### src/rtl/arb_rr8.sv
// ---------------------------------------------------------------------------
// arb_rr8 -- eight-way round-robin arbiter with bounded hold time
//
// A single resource is handed to one of eight requesters at a time. Winners
// are picked round-robin, starting just after the most recently served
// requester. A grant ends when its holder drops the request, when
// arbitration is disabled, or when the holder has had it for MAX_HOLD
// cycles. Every grant is followed by at least one idle cycle. The granted
// index is also shown on an active-low 7-segment display.
//
// Parameters:
//   MAX_HOLD  longest continuous grant in cycles (1..255)
//
// Ports:
//   clk     sole clock, rising-edge
//   rst_n   asynchronous active-low reset
//   en      arbitration enable; low blocks new grants and revokes the
//           current grant
//   req     request lines, one per requester
//   gnt     registered one-hot grant (zero when idle)
//   gnt_id  registered binary index of the grant holder (zero when idle)
//   valid   registered, high exactly when gnt is non-zero
//   pend    registered OR of req sampled on the previous edge
//   led     registered active-low segments g..a (led[6] = g)
// ---------------------------------------------------------------------------
module arb_rr8 #(
  parameter int MAX_HOLD = 16
) (
  input  logic       clk,
  input  logic       rst_n,
  input  logic       en,
  input  logic [7:0] req,
  output logic [7:0] gnt,
  output logic [2:0] gnt_id,
  output logic       valid,
  output logic       pend,
  output logic [6:0] led
);

  typedef enum logic {
    IDLE  = 1'b0,
    GRANT = 1'b1
  } state_t;

  localparam logic [7:0] HOLD_LIMIT = 8'(MAX_HOLD);
  localparam logic [6:0] LED_DASH   = 7'b0111111;

  state_t     state_q, state_d;
  logic [7:0] gnt_q, gnt_d;
  logic [2:0] gnt_id_q, gnt_id_d;
  logic       valid_q, valid_d;
  logic       pend_q, pend_d;
  logic [6:0] led_q, led_d;
  logic [7:0] hold_q, hold_d;
  logic [2:0] last_id_q, last_id_d;

  logic [2:0] rr_id;
  logic       rr_found;

  function automatic logic [6:0] seg_pattern(input logic [2:0] value);
    logic [6:0] pattern;
    case (value)
      3'd0:    pattern = 7'b1000000;
      3'd1:    pattern = 7'b1111001;
      3'd2:    pattern = 7'b0100100;
      3'd3:    pattern = 7'b0110000;
      3'd4:    pattern = 7'b0011001;
      3'd5:    pattern = 7'b0010010;
      3'd6:    pattern = 7'b0000010;
      default: pattern = 7'b1111000;
    endcase
    return pattern;
  endfunction

  // Round-robin search: walk last_id+1, last_id+2, ... (mod 8) and take the
  // first requesting index. The eighth step lands on last_id itself, so a
  // lone requester that was just served can still win.
  always_comb begin
    rr_id    = 3'd0;
    rr_found = 1'b0;
    for (int k = 1; k <= 8; k++) begin
      if (!rr_found && req[3'(last_id_q + 3'(k))]) begin
        rr_found = 1'b1;
        rr_id    = 3'(last_id_q + 3'(k));
      end
    end
  end

  // Next-state and output logic. Because the GRANT exit always lands in
  // IDLE, the mandatory idle cycle between grants falls out naturally.
  always_comb begin
    state_d   = state_q;
    gnt_d     = gnt_q;
    gnt_id_d  = gnt_id_q;
    valid_d   = valid_q;
    hold_d    = hold_q;
    last_id_d = last_id_q;
    pend_d    = |req;

    case (state_q)
      IDLE: begin
        if (en && rr_found) begin
          state_d  = GRANT;
          gnt_d    = 8'b1 << rr_id;
          gnt_id_d = rr_id;
          valid_d  = 1'b1;
          hold_d   = 8'd1;
        end else begin
          gnt_d    = 8'd0;
          gnt_id_d = 3'd0;
          valid_d  = 1'b0;
        end
      end
      GRANT: begin
        if (!req[gnt_id_q] || !en || (hold_q == HOLD_LIMIT)) begin
          state_d   = IDLE;
          last_id_d = gnt_id_q;
          gnt_d     = 8'd0;
          gnt_id_d  = 3'd0;
          valid_d   = 1'b0;
        end else begin
          hold_d = hold_q + 8'd1;
        end
      end
      default: begin
        state_d  = IDLE;
        gnt_d    = 8'd0;
        gnt_id_d = 3'd0;
        valid_d  = 1'b0;
      end
    endcase

    led_d = valid_d ? seg_pattern(gnt_id_d) : LED_DASH;
  end

  // last_id resets to 7 so the first search after reset begins at index 0.
  always_ff @(posedge clk or negedge rst_n) begin
    if (!rst_n) begin
      state_q   <= IDLE;
      gnt_q     <= 8'd0;
      gnt_id_q  <= 3'd0;
      valid_q   <= 1'b0;
      pend_q    <= 1'b0;
      led_q     <= LED_DASH;
      hold_q    <= 8'd0;
      last_id_q <= 3'd7;
    end else begin
      state_q   <= state_d;
      gnt_q     <= gnt_d;
      gnt_id_q  <= gnt_id_d;
      valid_q   <= valid_d;
      pend_q    <= pend_d;
      led_q     <= led_d;
      hold_q    <= hold_d;
      last_id_q <= last_id_d;
    end
  end

  assign gnt    = gnt_q;
  assign gnt_id = gnt_id_q;
  assign valid  = valid_q;
  assign pend   = pend_q;
  assign led    = led_q;

endmodule

### config.mk
export PLATFORM = sky130hd
export DESIGN_NAME = arb_rr8
export DESIGN_NICKNAME = d
export VERILOG_FILES = /design/src/rtl/arb_rr8.sv
export SDC_FILE = /design/constraint.sdc
export NUM_CORES = 1
export LEC_CHECK = 0
export CAP_MARGIN = 5
export CORE_MARGIN = 2
export CORE_UTILIZATION = 29
export CTS_BUF_LIST = sky130_fd_sc_hd__clkbuf_16
export DETAILED_ROUTE_END_ITERATION = 10
export HOLD_SLACK_MARGIN = 0.08
export PLACE_DENSITY_LB_ADDON = 0.05
export SYNTH_ARGS = -nofsm -noshare
export SYNTH_HDL_FRONTEND = slang
export SYNTH_SLANG_ARGS = --single-unit
### constraint.sdc
create_clock -name clk -period 9.1 [get_ports clk]
set_input_delay 1.82 -clock clk [delete_from_list [all_inputs] [get_ports clk]]
set_output_delay 1.82 -clock clk [all_outputs]
set_load 0.01 [all_outputs]
==> impl_results.md <==
- Routed WL: 6730 um
- Hold Crit Start: hold_q[7]
- Unrepaired setup endpoints after global routing: false
- Max VDD drop: 0.000109 V
- Port bufs: 30
- H-tree depth: 2
- Cell row count: 34
- Ys Warns: 0
- Most frequent cell after synthesis: dfrtp_1
- CTS tree: yes
- CP Class: in -> reg
- Fin crit share: 53.3%
- Worst R2R End: led[2]
- Worst r2r path cells: 11
- Slew at the pin closest to its max-slew limit: 0.633 ns
- Hold Crit Class: reg -> reg
- Status: finished clean
- Wire length of the first global-routing pass: 11,200 um
- Max incr delay on CP: 0.62 ns
- CTS Root Cell: clkbuf_16
- Clock Path Buffers: 2
- Max cap viols: 0
- Setup Skew: 0.00403 ns
- All-layer global routing usage: 14.4%
- P_leak: 1.26 nW
- Post-synth EDFFs: 0
- CTS clk-pin slew, worst paths: 0.05 ns
- DRT iter0 DRCs: 95
- Ant diodes: 0
- Fmax: 206 MHz
- CP required: 9.31 ns
- DR vias/cell: 5.42
- PostCTS Resize Cnt: 0
- Post-layout minimum cycle time: 4.85 ns
- Unique cell type count in the Yosys netlist: 63
- Final setup fails: 0
- Post-CTS Setup Bufs: 0
- Synth area leader: dfrtp_1
- Synth-to-Final Area Change: 18.6%
- Grt ovf: 0
- Crit Reg-Reg Startpoint: last_id_q[0]
- Post-DP Area: 0.00293 sq mm
- Starting Density: 29.9%
- Synth Flop Type: dfrtp_1
- FFs w/ async S/R, synth: 100%
- DR DRC count: 0
- # IOs: 31
- Final Core Density: 35.5%
- Die Wd: 98.9 um
- Yosys reg bits: 32
- Slowest CP cell: mux4_2
- Synth top area cells: dfrtp_1, dfstp_2, mux4_2
- Top cells by instance count after synthesis: dfrtp_1, nand2_1, nor2_1, mux2i_1, o21ai_0
- Mapped cell area: 0.00261 sq mm
- Skew-Pair Late Insertion Delay: 0.27 ns
- Die Y: 98.9 um
- CORE AREA: 0.00872 sq mm
- Gpl congestion: 0.780
- Number of global-route vias before repair: 2,155
- DP Wirelength: 4880 um
- Crit path from: req[7]
- Syn avg cell area: 10.9 sq um
- Die area: 0.00978 sq mm
- Post-CTS Hold Buffers: 0
- Slew margin rel.: 57.8%
- Vias post-DR: 2,031
- DR pass1 iterations: 4
- Crit path to: led[5]
- Worst-path maximum fanout: 10
- Share of layout cells above drive strength 1: 22.5%
- CTS Buf Count: 5
- Setup crit end kind: flop
- Largest net degree at the start of global routing: 33
- Routed Antenna Nets: 0
- Worst EP arrival: 5.06 ns
- Final hold vios: 0
- Crit path depth: 10
- Nets: 281
- Slew Viols, Final: 0
- Critical Path Source Type: input port
- P per Cell Area: 404 mW/mm^2
- Initial antenna violation count: 0
- Routed length per instance: 17.9 um
- Crit-path cells: clkdlybuf4s50_1 -> mux4_2 -> mux2_2 -> nor4_1 -> nand4_1 -> and3b_1 -> a22oi_4 -> inv_2 -> maj3_2 -> nand2_1
- FF-to-FF setup slack: 4.66 ns
- CTS sink cnt: 32
- Mapped Nets: 254
- Syn Inst Count: 239
- Area share of the leading cell type in the synthesized netlist: 22.0%
- Post-synthesis sequential area ratio: 31.1%
- Buf/Inv on CP: 2
- Final instance area: 0.00310 sq mm
- Kind of cell adding the most delay to the critical path: simple AND/OR/NAND/NOR gates
- Total Power: 1.25 mW
- Final setup TNS: 0 ns
-- worst min path at each step --
stage | to | slack (ns) | cells past startpoint
4_1_cts | hold_q[7] | 0.49 | 1
5_1_grt | hold_q[7] | 0.52 | 1
3_5_place_dp | hold_q[7] | 0.48 | 1
6_report | hold_q[7] | 0.49 | 1
2_1_floorplan | hold_q[7] | 0.45 | 1
3_3_place_gp | hold_q[7] | 0.48 | 1
-- cells by family after synthesis --
group,synth area share [%]
adder cells (fa/ha/maj),2.35
AND/OR/NAND/NOR,14.3
XOR/XNOR,2.68
AO/OA/AOI/OAI,18.5
flip-flops,31.1
buffers and inverters,6.47
multiplexers,24.5
-- layout make-up --
| class | instances | area [sq um] |
|---|---|---|
| Fill cell | 847 | 5620 |
| Multi-Input combinational cell | 183 | 1630 |
| Sequential cell | 32 | 812 |
| Timing Repair Buffer | 31 | 308 |
| Tap cell | 108 | 135 |
| Clock buffer | 5 | 125 |
| Inverter | 13 | 48.8 |
| Clock inverter | 3 | 38.8 |
-- where the power goes --
group / internal, mW / switching [mW]
Clock: 0.127 / 0.0582
Combinational: 0.377 / 0.416
Sequential: 0.197 / 0.0747
Total: 0.701 / 0.549
-- flip-flops by register name (all words and copies together) (netlist names) --
name,cells
gnt,8
state_q,1
hold_q,8
gnt_id,3
valid,1
led,7
last_id_q,3
pend,1
-- layer usage --
| layer | up-vias | share of wire [%] | GRT usage, % |
|---|---|---|---|
| met3 | 8 | 2.5 | 2.20 |
| met4 | 0 | 2.2 | 5.90 |
| li1 | 966 | - | - |
| met1 | 1023 | 49 | 19.7 |
| met2 | 34 | 46 | 23.0 |
| met5 | - | 0 | 0 |
-- stage by stage --
| stage | instances | setup slack (ns) | hold WS, ns |
|---|---|---|---|
| 2_1_floorplan | 239 | 4.99 | 0.446 |
| 3_3_place_gp | 367 | 4.00 | 0.480 |
| 3_5_place_dp | 367 | 4.03 | 0.479 |
| 4_1_cts | 375 | 4.29 | 0.492 |
| 5_1_grt | 375 | 4.04 | 0.519 |
| 6_report | 375 | 4.25 | 0.492 |
-- placed cells by master, fill, tap and decap left out, drive strengths merged, types with 2 or more instances in the layout --
master,Yosys,final
a21boi,2,2
dfstp,9,9
ha,4,4
a21oi,9,9
clkdlybuf4s50,0,30
xor2,2,2
clkbuf,5,5
nand4,2,2
xnor2,6,6
a41oi,2,2
nor2b,2,2
a22oi,3,3
nand2b,3,3
o22ai,3,3
nand3,9,9
inv,13,14
a211o,2,2
mux4,16,16
o221ai,2,2
or2b,3,3
nor2,17,17
and2,3,3
o211ai,3,3
mux2,9,9
and3,5,5
mux2i,15,15
o31ai,3,3
a31oi,2,2
o21ai,14,14
nand2,19,19
dfrtp,23,23
a22o,8,8
(Power assumes the default switching activity.)
